**src/rtl/reg_dump_sequencer.sv**
```systemverilog
// reg_dump_sequencer
// Walks the register bank through its debug read port and streams every
// register value to the debug UART transmitter, least significant byte first.
module reg_dump_sequencer #(
   parameter int NB_DATA = 32,
   parameter int NB_REG  = 5,
   parameter int N_REGS  = 32,
   parameter int NB_BYTE = 8
) (
   input  logic               i_clock,
   input  logic               i_reset,
   input  logic               i_start,
   output logic               o_br_enable,
   output logic [NB_REG-1:0]  o_br_addr,
   input  logic [NB_DATA-1:0] i_br_data,
   output logic [NB_BYTE-1:0] o_tx_data,
   output logic               o_tx_valid,
   input  logic               i_tx_ready,
   output logic               o_busy,
   output logic               o_done
);

   localparam int N_BYTES = NB_DATA / NB_BYTE;
   localparam int NB_CNT  = (N_BYTES > 1) ? $clog2(N_BYTES) : 1;
   localparam logic [NB_CNT-1:0] LAST_BYTE = NB_CNT'(N_BYTES - 1);
   localparam logic [NB_REG-1:0] LAST_ADDR = NB_REG'(N_REGS - 1);

   typedef enum logic [2:0] {
      IDLE,
      SET_ADDR,
      CAPTURE,
      SEND,
      DONE
   } state_t;

   state_t              state_reg;
   logic [NB_DATA-1:0]  shift_reg;
   logic [NB_DATA-1:0]  shift_next;
   logic [NB_CNT-1:0]   byte_cnt_reg;
   logic                accept;

   // The byte on offer is always the low lane of the shift register. Once all
   // lanes have been shifted out the register is zero, so the output idles at 0.
   assign o_tx_data = shift_reg[NB_BYTE-1:0];
   assign accept    = o_tx_valid && i_tx_ready;

   // Shift-right-by-one-byte: each lane takes the lane above it, top lane zero-filled.
   genvar gi;
   generate
      for (gi = 0; gi < N_BYTES; gi++) begin : g_lane
         if (gi == N_BYTES - 1) begin : g_top
            assign shift_next[gi*NB_BYTE +: NB_BYTE] = '0;
         end else begin : g_mid
            assign shift_next[gi*NB_BYTE +: NB_BYTE] = shift_reg[(gi+1)*NB_BYTE +: NB_BYTE];
         end
      end
   endgenerate

   // Dump sequencer: address walk, capture, byte streaming and completion pulse.
   always_ff @(posedge i_clock) begin
      if (i_reset) begin
         state_reg    <= IDLE;
         shift_reg    <= '0;
         byte_cnt_reg <= '0;
         o_br_enable  <= 1'b0;
         o_br_addr    <= '0;
         o_tx_valid   <= 1'b0;
         o_busy       <= 1'b0;
         o_done       <= 1'b0;
      end else begin
         o_done <= 1'b0;
         case (state_reg)
            IDLE: begin
               if (i_start) begin
                  state_reg   <= SET_ADDR;
                  o_br_addr   <= '0;
                  o_br_enable <= 1'b1;
                  o_busy      <= 1'b1;
               end
            end
            // Address held one full cycle so the bank read settles before capture.
            SET_ADDR: begin
               state_reg <= CAPTURE;
            end
            CAPTURE: begin
               shift_reg    <= i_br_data;
               byte_cnt_reg <= '0;
               o_tx_valid   <= 1'b1;
               state_reg    <= SEND;
            end
            SEND: begin
               if (accept) begin
                  shift_reg <= shift_next;
                  if (byte_cnt_reg == LAST_BYTE) begin
                     o_tx_valid   <= 1'b0;
                     byte_cnt_reg <= '0;
                     if (o_br_addr == LAST_ADDR) begin
                        state_reg   <= DONE;
                        o_done      <= 1'b1;
                        o_br_enable <= 1'b0;
                        o_br_addr   <= '0;
                     end else begin
                        o_br_addr <= o_br_addr + 1'b1;
                        state_reg <= SET_ADDR;
                     end
                  end else begin
                     byte_cnt_reg <= byte_cnt_reg + 1'b1;
                  end
               end
            end
            DONE: begin
               o_busy    <= 1'b0;
               state_reg <= IDLE;
            end
            default: begin
               state_reg <= IDLE;
            end
         endcase
      end
   end

endmodule

```
**config.mk**
```make
export PLATFORM = sky130hd
export DESIGN_NAME = reg_dump_sequencer
export DESIGN_NICKNAME = d
export VERILOG_FILES = /design/src/rtl/reg_dump_sequencer.sv
export SDC_FILE = /design/constraint.sdc
export NUM_CORES = 1
export LEC_CHECK = 0
export CORE_ASPECT_RATIO = 1.25
export CORE_UTILIZATION = 49
export CTS_CLUSTER_SIZE = 28
export DETAILED_ROUTE_END_ITERATION = 6
export PLACE_DENSITY = 0.79
export SLEW_MARGIN = 20
export SYNTH_ARGS = -nofsm -noshare
export SYNTH_HDL_FRONTEND = slang
export SYNTH_SLANG_ARGS = --single-unit
```
**constraint.sdc**
```tcl
create_clock -name i_clock -period 1.7 [get_ports i_clock]
set_input_delay 0.34 -clock i_clock [delete_from_list [all_inputs] [get_ports i_clock]]
set_output_delay 0.34 -clock i_clock [all_outputs]
set_load 0.01 [all_outputs]
```
==> flow_summary.json, run 1 <==
{
  "avgSynthCellArea_um2": 9.36,
  "worst_slew_pin_slew_ns": 0.540,
  "synth_top_area_share_pct": 42.9,
  "fin_util_pct": 68.4,
  "gp_congestion": 0.851,
  "end_kind": "output port",
  "crit_type": "reg -> out",
  "reg2reg_to": "o_br_addr[3]$_SDFFE_PP0P_",
  "fp.dieArea_um2": 4650,
  "initial_core_util_pct": 51.9,
  "reg2reg_depth": 6,
  "htreeDepth": 2,
  "crit_fanout": 3,
  "setup_viol": 0,
  "antenna_found_initial": 0,
  "maxSlewViolCount": 0,
  "syn_area_um2": 2140,
  "cp.arrival_ns": 1.32,
  "grt_setup_unrepaired": "no",
  "antennaDiodeCount": 0,
  "irDropWorstVdd_mv": 0.414,
  "finalCritPeriodShare_pct": 97.9,
  "synthArstFlopShare_pct": 0,
  "drt_first_pass_iters": 4,
  "clk_latency_ns": 0.30,
  "drt_iter0_markers": 59,
  "core_um2": 4130,
  "clockBufferDepth": 2,
  "cts_buffers": 5,
  "dieHeight_um": 76.0,
  "drc": 0,
  "syn_to_final_growth_pct": 31.7,
  "grt_usage_pct": 23.2,
  "place_area_um2": 2720,
  "pwr_density_cell_nw_per_um2": 854,
  "yosysWarnings": 0,
  "grt_pass1_wl_mm": 8.23,
  "final_cell_area_um2": 2820,
  "r2r_setup_slack_ns": 0.12,
  "die_w_um": 61.2,
  "port_buffers": 52,
  "fin_tns_setup_ns": 0,
  "grt_max_degree": 30,
  "layout-drive-gt1-share_pct": 12.3,
  "hold_depth": 2,
  "vias": 1872,
  "routed_wl_mm": 4.86,
  "ys_ff_latch": 46,
  "finalHoldViolCount": 0,
  "synth_edf_count": 0,
  "min_period_ns": 1.66,
  "fmax_mhz": 601,
  "holdWs_ns": 0.474,
  "min_path_type": "reg -> reg",
  "path_clk_slew_ns": 0.08,
  "slew_headroom_pct": 63.9,
  "synth.area.top_cells": "dfxtp_1 43%, mux2i_1 11%, a21oi_1 8.9%, a211oi_1 8.8%, buf_4 3.5%",
  "syn-num-nets": 268,
  "grt_pass1_vias": 1813,
  "largest_reg_flops": 32,
  "cts_tree": "done",
  "num_rows": 26,
  "worst_setup_path_start_kind": "flip-flop",
  "pin_count": 53,
  "power.leakage_uw": 0.00104,
  "wire_per_inst_um": 14.6,
  "cp_data_required_time_ns": 1.36,
  "via_per_inst": 5.62,
  "hold_end": "shift_reg[27]$_SDFFE_PP0P_",
  "overflow": 0,
  "synth.yosys.seq_area_share_pct": 42.9,
  "ctsRootBufferMaster": "clkbuf_8",
  "yosys_most_used_dff": "dfxtp_1",
  "r2r_start": "o_br_addr[0]$_SDFFE_PP0P_",
  "clock_sinks": 46,
  "finClkSkew_ns": 0.00565,
  "synth_area_leader_cell": "dfxtp_1",
  "postCtsSetupBuffers": 0,
  "dp_hpwl_mm": 3.35,
  "worstHoldStart": "shift_reg[27]$_SDFFE_PP0P_",
  "fillCellCount": 368,
  "status": "completed",
  "synth_cell_types": 38,
  "syn-instance-count": 229,
  "layout.nets": 315,
  "maxCapViolCount": 0,
  "ant_nets": 0
}
-- stage by stage --
step | setup slack [ns] | instances | total power (uW)
5_1_grt | 0.00437 | 333 | 2550
3_5_place_dp | -0.311 | 325 | 1780
3_3_place_gp | -0.259 | 325 | 1770
4_1_cts | 0.0157 | 333 | 2440
6_report | 0.0365 | 333 | 2410
2_1_floorplan | 0.0895 | 229 | 1580
-- power breakdown --
group	internal (uW)	leakage, uW	total [uW]	switching (uW)
clock network	290	0.0000452	651	360
logic	287	0.000618	550	263
registers	1160	0.000376	1210	51.4
total	1740	0.00104	2410	675
-- per-layer routing --
metal / vias to the layer above / track usage (%) / share of wire, %
li1: 932 / - / -
met1: 890 / 31.0 / 46
met4: 0 / 9.77 / 1.9
met3: 7 / 5.97 / 4.2
met2: 43 / 34.6 / 48
met5: - / 0 / 0
-- cells in the final DEF, fill, tap and decap left out, types with 2 or more instances in the layout --
cell type,n
o21ai_0,10
nand2_1,9
clkbuf_8,5
nand2b_1,2
a211oi_1,25
o211ai_1,2
mux2i_1,24
and3_1,2
dfxtp_1,45
nand4_1,3
buf_12,2
clkdlybuf4s50_1,51
ha_1,3
a21oi_1,38
buf_4,16
a221o_1,2
nor2_1,8
nand3_1,5
-- cell families after synthesis --
group | count (synthesis) | synth area share (%)
flip-flops | 46 | 42.9
AND/OR/NAND/NOR | 41 | 11.1
adder cells (fa/ha/maj) | 3 | 1.75
multiplexers | 25 | 11.7
buffers and inverters | 30 | 8.05
AO/OA/AOI/OAI | 84 | 24.4
-- worst max-delay path: stages, from the launching register on --
cell             delay, ns
dfxtp_1               0.36
buf_4                 0.13
clkdlybuf4s50_1       0.53
-- cells in the mapped netlist, drive strengths merged (2+ instances only) --
cell type / n
nand2b: 2
dfxtp: 46
nand4: 3
nand3: 5
o211ai: 2
a211oi: 26
a221o: 2
ha: 3
clkbuf: 7
nor2: 9
a21oi: 38
buf: 23
nand2: 9
and3: 2
o21ai: 11
mux2i: 24
-- how the worst max path moves through the flow --
stage                                    startpoint                    endpoint  slack, ns  cells past startpoint
final                     o_br_addr[0]$_SDFFE_PP0P_                o_br_addr[0]       0.04                      2
after CTS                   o_tx_valid$_SDFFE_PP0P_                  o_tx_valid       0.02                      2
after global placement                   i_tx_ready   shift_reg[6]$_SDFFE_PP0P_      -0.26                      4
after floorplan           o_br_addr[0]$_SDFFE_PP0P_   o_br_addr[3]$_SDFFE_PP0P_       0.09                      6
after global routing      o_br_addr[0]$_SDFFE_PP0P_                o_br_addr[0]      0.004                      2
after detailed placement                 i_tx_ready  shift_reg[13]$_SDFFE_PP0P_      -0.31                      4
-- final cells by class --
type                            count  area (um2)  share of cell area (%)
Multi-Input combinational cell    153        1060                    37.6
Timing Repair Buffer               70         683                    24.2
Sequential cell                    46         922                    32.7
Clock inverter                      2        13.8                   0.487
Clock buffer                        6        72.6                    2.57
Tap cell                           56        70.1                    2.48
-- what timing repair did --
action	4_1_cts	5_1_grt
endpoints found under the setup margin	12	2
cloned	0	0
resized for setup	1	2
pin swaps	0	0
hold buffers	0	0
Power figures use the tool's default switching activity.
==> run 2: changes to the inputs <==
- CELL_PAD_IN_SITES_DETAIL_PLACEMENT: not set -> 2
- CELL_PAD_IN_SITES_GLOBAL_PLACEMENT: not set -> 2
- CORE_UTILIZATION: 49 -> 29
- PLACE_DENSITY: 0.79 -> not set
- PLACE_DENSITY_LB_ADDON: not set -> 0.1
==> run 2 against run 1 <==
Net effect:
- global-route usage is 6.8 points lower
- final area is 2.0% higher
- critical path depth shrank 1
- utilization is 28 points lower
- non-clock buffer count fell by 1
- combinational power up 3.8%
- fmax grew 0.78%
- clock skew about the same
- total power grew 3.7%
- critical endpoint is now o_br_addr[2]
- largest power group unchanged
==> flow_summary.json, run 2 (synthesized netlist as in run 1, its figures left out) <==
{
  "status": "completed",
  "pwr_density_cell_nw_per_um2": 868,
  "postCtsSetupBuffers": 0,
  "clock_sinks": 46,
  "ctsRootBufferMaster": "clkbuf_8",
  "power_frac_seq_pct": 48.2,
  "worst_slew_pin_slew_ns": 0.606,
  "max_stage_delay_ns": 0.57,
  "fp.dieArea_um2": 7750,
  "slew_headroom_pct": 59.5,
  "p_sw_share_pct": 29.0,
  "fmax_mhz": 606,
  "grt_pass1_wl_mm": 9.85,
  "worst_setup_path_start_kind": "flip-flop",
  "ant_nets": 0,
  "drc": 0,
  "fillCellCount": 794,
  "reg2reg_to": "o_br_addr[3]$_SDFFE_PP0P_",
  "core_um2": 7060,
  "vias": 1844,
  "r2r_setup_slack_ns": 0.12,
  "grt_max_degree": 39,
  "maxCapViolCount": 0,
  "place_area_um2": 2750,
  "crit_type": "reg -> out",
  "cts_buffers": 5,
  "maxSlewViolCount": 0,
  "hold_end": "o_br_addr[4]$_SDFFE_PP0P_",
  "cp.arrival_ns": 1.31,
  "cp_data_required_time_ns": 1.36,
  "fin_tns_setup_ns": 0,
  "irDropWorstVdd_mv": 0.408,
  "r2r_start": "o_br_addr[1]$_SDFFE_PP0P_",
  "syn_to_final_growth_pct": 34.3,
  "port_buffers": 52,
  "finClkSkew_ns": 0.00587,
  "drt_iter0_markers": 70,
  "final_cell_area_um2": 2880,
  "cpMaxStageDelayCell": "clkdlybuf4s50_1",
  "end_kind": "output port",
  "grt_usage_pct": 16.4,
  "num_rows": 34,
  "clockBufferDepth": 2,
  "routed_wl_mm": 6.06,
  "layout-drive-gt1-share_pct": 14.1,
  "crit_chain": "clkdlybuf4s50_1",
  "antenna_found_initial": 0,
  "dp_hpwl_mm": 4.03,
  "layout.nets": 314,
  "cts_tree": "done",
  "min_path_type": "in -> reg",
  "holdWs_ns": 0.324,
  "min_period_ns": 1.65,
  "reg2reg_depth": 6,
  "path_delay_family": "buffers and inverters",
  "pin_count": 53,
  "dieHeight_um": 98.1,
  "die_w_um": 78.9,
  "finalCritPeriodShare_pct": 97.1,
  "largest_reg_flops": 32,
  "wire_per_inst_um": 16.5,
  "finalHoldViolCount": 0,
  "overflow": 0,
  "hold_depth": 2,
  "grt_pass1_vias": 1900,
  "final_common_cell": "clkdlybuf4s50_1",
  "gp_congestion": 0.697,
  "worstHoldStart": "i_reset",
  "drt_first_pass_iters": 4,
  "power.leakage_uw": 0.00103,
  "power_switching_uw": 726,
  "antennaDiodeCount": 0,
  "via_per_inst": 5.04,
  "htreeDepth": 2,
  "setup_viol": 0,
  "crit_fanout": 6,
  "p_int_uw": 1770,
  "clk_latency_ns": 0.30,
  "power.clock.fraction_pct": 29.0,
  "p_comb_share_pct": 22.8,
  "path_clk_slew_ns": 0.09,
  "initial_core_util_pct": 30.4,
  "mostFrequentLayoutCells": "50 x clkdlybuf4s50_1, 43 x dfxtp_1, 38 x a21oi_1",
  "path_buf_inv": 1
}
[run 2: worst register-to-register path: cells and delay by family (launching register included)]
kind / cells / cell delay (ns)
AND/OR/NAND/NOR: 3 / 0.46
AO/OA/AOI/OAI: 1 / 0.32
adder cells (fa/ha/maj): 2 / 0.32
flip-flops: 1 / 0.36
[run 2: cell type report]
cell class              instances  area, um2  area share (%)
clock inverters                 2       12.5           0.434
well taps                      90        113            3.91
flip-flops and latches         46        925            32.1
repair buffers                 69        671            23.3
clock buffers                   6       82.6            2.87
multi-input cells             153       1080            37.4
[run 2: power by group through the flow]
stage / clock network, uW / registers [uW] / logic [uW]
5_1_grt: 799 / 1220 / 626
4_1_cts: 756 / 1210 / 580
3_3_place_gp: 0 / 1230 / 566
2_1_floorplan: 0 / 1220 / 357
3_5_place_dp: 0 / 1230 / 575
6_report: 725 / 1200 / 571
[run 2: through the flow]
stage	instances	utilization, %	worst slack (ns)	total power [uW]
5_1_grt	366	40.8	-0.00329	2640
2_1_floorplan	229	-	0.0895	1580
4_1_cts	366	40.4	0.0197	2540
6_report	366	40.8	0.0494	2500
3_3_place_gp	358	39.0	-0.369	1790
3_5_place_dp	358	39.0	-0.425	1810
[run 2: routing by layer]
| metal | global-route usage (%) | wire length (um) | part of all wire (%) | vias to the layer above |
|---|---|---|---|---|
| met5 | 0 | 0 | 0 | - |
| met4 | 5.03 | 38 | 0.63 | 0 |
| met3 | 2.43 | 167 | 2.8 | 2 |
| met2 | 25.1 | 2790 | 46 | 35 |
| met1 | 23.6 | 3060 | 51 | 880 |
| li1 | - | - | - | 927 |
[run 2: what timing repair did]
item,CTS,global route
resized for setup,1,7
endpoints found under the setup margin,24,5
hold buffers,0,0
pin swaps,0,0
cloned,0,0
[run 2: how the worst max path moves through the flow]
stage	start	endpoint	slack (ns)	cells past startpoint
after floorplan	o_br_addr[0]$_SDFFE_PP0P_	o_br_addr[3]$_SDFFE_PP0P_	0.09	6
after global placement	i_tx_ready	shift_reg[6]$_SDFFE_PP0P_	-0.37	4
after detailed placement	i_tx_ready	shift_reg[13]$_SDFFE_PP0P_	-0.43	4
after CTS	o_tx_valid$_SDFFE_PP0P_	o_tx_valid	0.02	2
after global routing	o_br_addr[2]$_SDFFE_PP0P_	o_br_addr[2]	-0.003	1
final	o_br_addr[2]$_SDFFE_PP0P_	o_br_addr[2]	0.05	1
==> run 3: changes to the inputs <==
- GPL_ROUTABILITY_DRIVEN: not set -> 0
- SETUP_SLACK_MARGIN: not set -> 0.1
==> run 3 against run 2 <==
Net effect:
- first-iteration DRC count shrank 24%
- total power grew 3.6%
- die area is the same
- critical path depth grew 5
- global-route usage shrank 0.42 points
- critical endpoint is now o_br_addr[3]$_SDFFE_PP0P_
- worst hold slack gained 0.054 ns
- sequential share of layout area shrank 0.44 points
- final cell count grew 0.27%
- sequential power is essentially flat
- register-to-register slack gained 0.02 ns
==> flow_summary.json, run 3 (synthesized netlist as in run 1, its figures left out) <==
{
  "finalCritPeriodShare_pct": 91.5,
  "irDropWorstVdd_mv": 0.392,
  "antenna_found_initial": 0,
  "r2r_setup_slack_ns": 0.14,
  "grt_pass1_wl_mm": 9.62,
  "cp_data_required_time_ns": 1.90,
  "pin_count": 53,
  "overflow": 0,
  "worstHoldStart": "i_reset",
  "worst_setup_path_start_kind": "flip-flop",
  "initial_core_util_pct": 30.4,
  "clock_sinks": 46,
  "mostFrequentLayoutCells": "46 x clkdlybuf4s50_1, 42 x dfxtp_1, 38 x a21oi_1",
  "min_path_type": "in -> reg",
  "pwr_density_cell_nw_per_um2": 886,
  "setup_slack_ns": 0.144,
  "ant_nets": 0,
  "layout.nets": 315,
  "min_period_ns": 1.56,
  "fmax_mhz": 643,
  "cts_tree": "done",
  "drc": 0,
  "crit_type": "reg -> reg",
  "ctsRootBufferMaster": "clkbuf_8",
  "fp.dieArea_um2": 7750,
  "status": "completed",
  "end_kind": "flip-flop",
  "power_switching_uw": 698,
  "maxSlewViolCount": 0,
  "final_common_cell": "clkdlybuf4s50_1",
  "antennaDiodeCount": 0,
  "grt_setup_unrepaired": "no",
  "num_rows": 34,
  "dieHeight_um": 98.1,
  "core_um2": 7060,
  "totalPowerFinal_uw": 2590,
  "drt_first_pass_iters": 4,
  "power.leakage_uw": 0.00108,
  "grt_usage_pct": 16.0,
  "reg2reg_depth": 6,
  "power.clock.fraction_pct": 31.1,
  "finalHoldViolCount": 0,
  "clockBufferDepth": 2,
  "drt_iter0_markers": 53,
  "die_w_um": 78.9,
  "slew_headroom_pct": 59.6,
  "clk_latency_ns": 0.30,
  "fillCellCount": 813,
  "postCtsHoldBufs": 0,
  "htreeDepth": 2,
  "vias": 1864,
  "routed_wl_mm": 6.09,
  "p_sw_share_pct": 26.9,
  "finClkSkew_ns": 0.00908,
  "hold_end": "o_br_addr[1]$_SDFFE_PP0P_",
  "port_buffers": 52,
  "grt_max_degree": 36,
  "crit_fanout": 3,
  "reg2reg_to": "o_br_addr[3]$_SDFFE_PP0P_",
  "largest_reg_flops": 32,
  "wire_per_inst_um": 16.6,
  "p_comb_share_pct": 22.3,
  "maxCapViolCount": 0,
  "via_per_inst": 5.08,
  "setup_viol": 0,
  "worst_slew_pin_slew_ns": 0.604,
  "dp_hpwl_mm": 4.03,
  "power_frac_seq_pct": 46.5,
  "p_int_uw": 1890,
  "path_clk_slew_ns": 0.09,
  "layout-drive-gt1-share_pct": 15.2,
  "hold_depth": 2,
  "cts_buffers": 5,
  "grt_pass1_vias": 1886,
  "cp.arrival_ns": 1.75,
  "r2r_start": "o_br_addr[0]$_SDFFE_PP0P_",
  "place_ws_ns": -0.435,
  "syn_to_final_growth_pct": 36.3
}
[run 3: critical path, stage by stage, from the launching register on]
cell     delay [ns]
dfxtp_2        0.37
ha_4           0.15
and3_4         0.19
ha_2           0.19
nor2_2         0.05
and3_4         0.20
a221o_1        0.30
[run 3: per-layer routing]
| layer | routed length (um) | share of wire (%) | global-route usage, % |
|---|---|---|---|
| met1 | 3070 | 51 | 22.6 |
| met2 | 2770 | 45 | 24.7 |
| met3 | 190 | 3.1 | 2.71 |
| met4 | 55 | 0.90 | 4.62 |
| met5 | 0 | 0 | 0 |
[run 3: power by group through the flow]
stage / clock [uW] / combinational [uW] / sequential [uW]
5_1_grt: 881 / 632 / 1220
3_3_place_gp: 0 / 571 / 1230
4_1_cts: 847 / 586 / 1210
2_1_floorplan: 0 / 357 / 1220
3_5_place_dp: 0 / 583 / 1230
6_report: 806 / 579 / 1210
[run 3: worst max-delay path by stage]
stage	startpoint	endpoint	slack, ns	depth (start not counted)
2_1_floorplan	o_br_addr[0]$_SDFFE_PP0P_	o_br_addr[3]$_SDFFE_PP0P_	0.15	6
6_report	o_br_addr[0]$_SDFFE_PP0P_	o_br_addr[3]$_SDFFE_PP0P_	0.14	6
3_5_place_dp	i_tx_ready	shift_reg[14]$_SDFFE_PP0P_	-0.43	4
3_3_place_gp	i_tx_ready	shift_reg[6]$_SDFFE_PP0P_	-0.37	4
4_1_cts	o_br_addr[0]$_SDFFE_PP0P_	o_br_addr[2]$_SDFFE_PP0P_	0.09	6
5_1_grt	o_br_addr[0]$_SDFFE_PP0P_	o_br_addr[3]$_SDFFE_PP0P_	0.08	6
[run 3: through the flow]
stage | TNS [ns] | hold slack, ns | cell area [um2] | util [%] | cells
4_1_cts | 0 | 0.362 | 2890 | 41.0 | 367
3_3_place_gp | -9.19 | 0.458 | 2770 | 39.2 | 358
5_1_grt | 0 | 0.371 | 2920 | 41.4 | 367
6_report | 0 | 0.378 | 2920 | 41.4 | 367
2_1_floorplan | 0 | 0.449 | 2150 | - | 229
3_5_place_dp | -9.72 | 0.472 | 2770 | 39.2 | 358
[run 3: layout make-up]
class                           count  area [um2]  share of cell area [%]
Clock buffer                        7        76.3                    2.61
Multi-Input combinational cell    153        1090                    37.3
Timing Repair Buffer               70         689                    23.6
Sequential cell                    46         926                    31.7
Clock inverter                      1        30.0                    1.03
Tap cell                           90         113                    3.85
[run 3: timing repair]
action	4_1_cts	5_1_grt
gates resized for setup	7	7
setup buffers	1	0
endpoints found under the setup margin	31	6
pin swaps	0	2
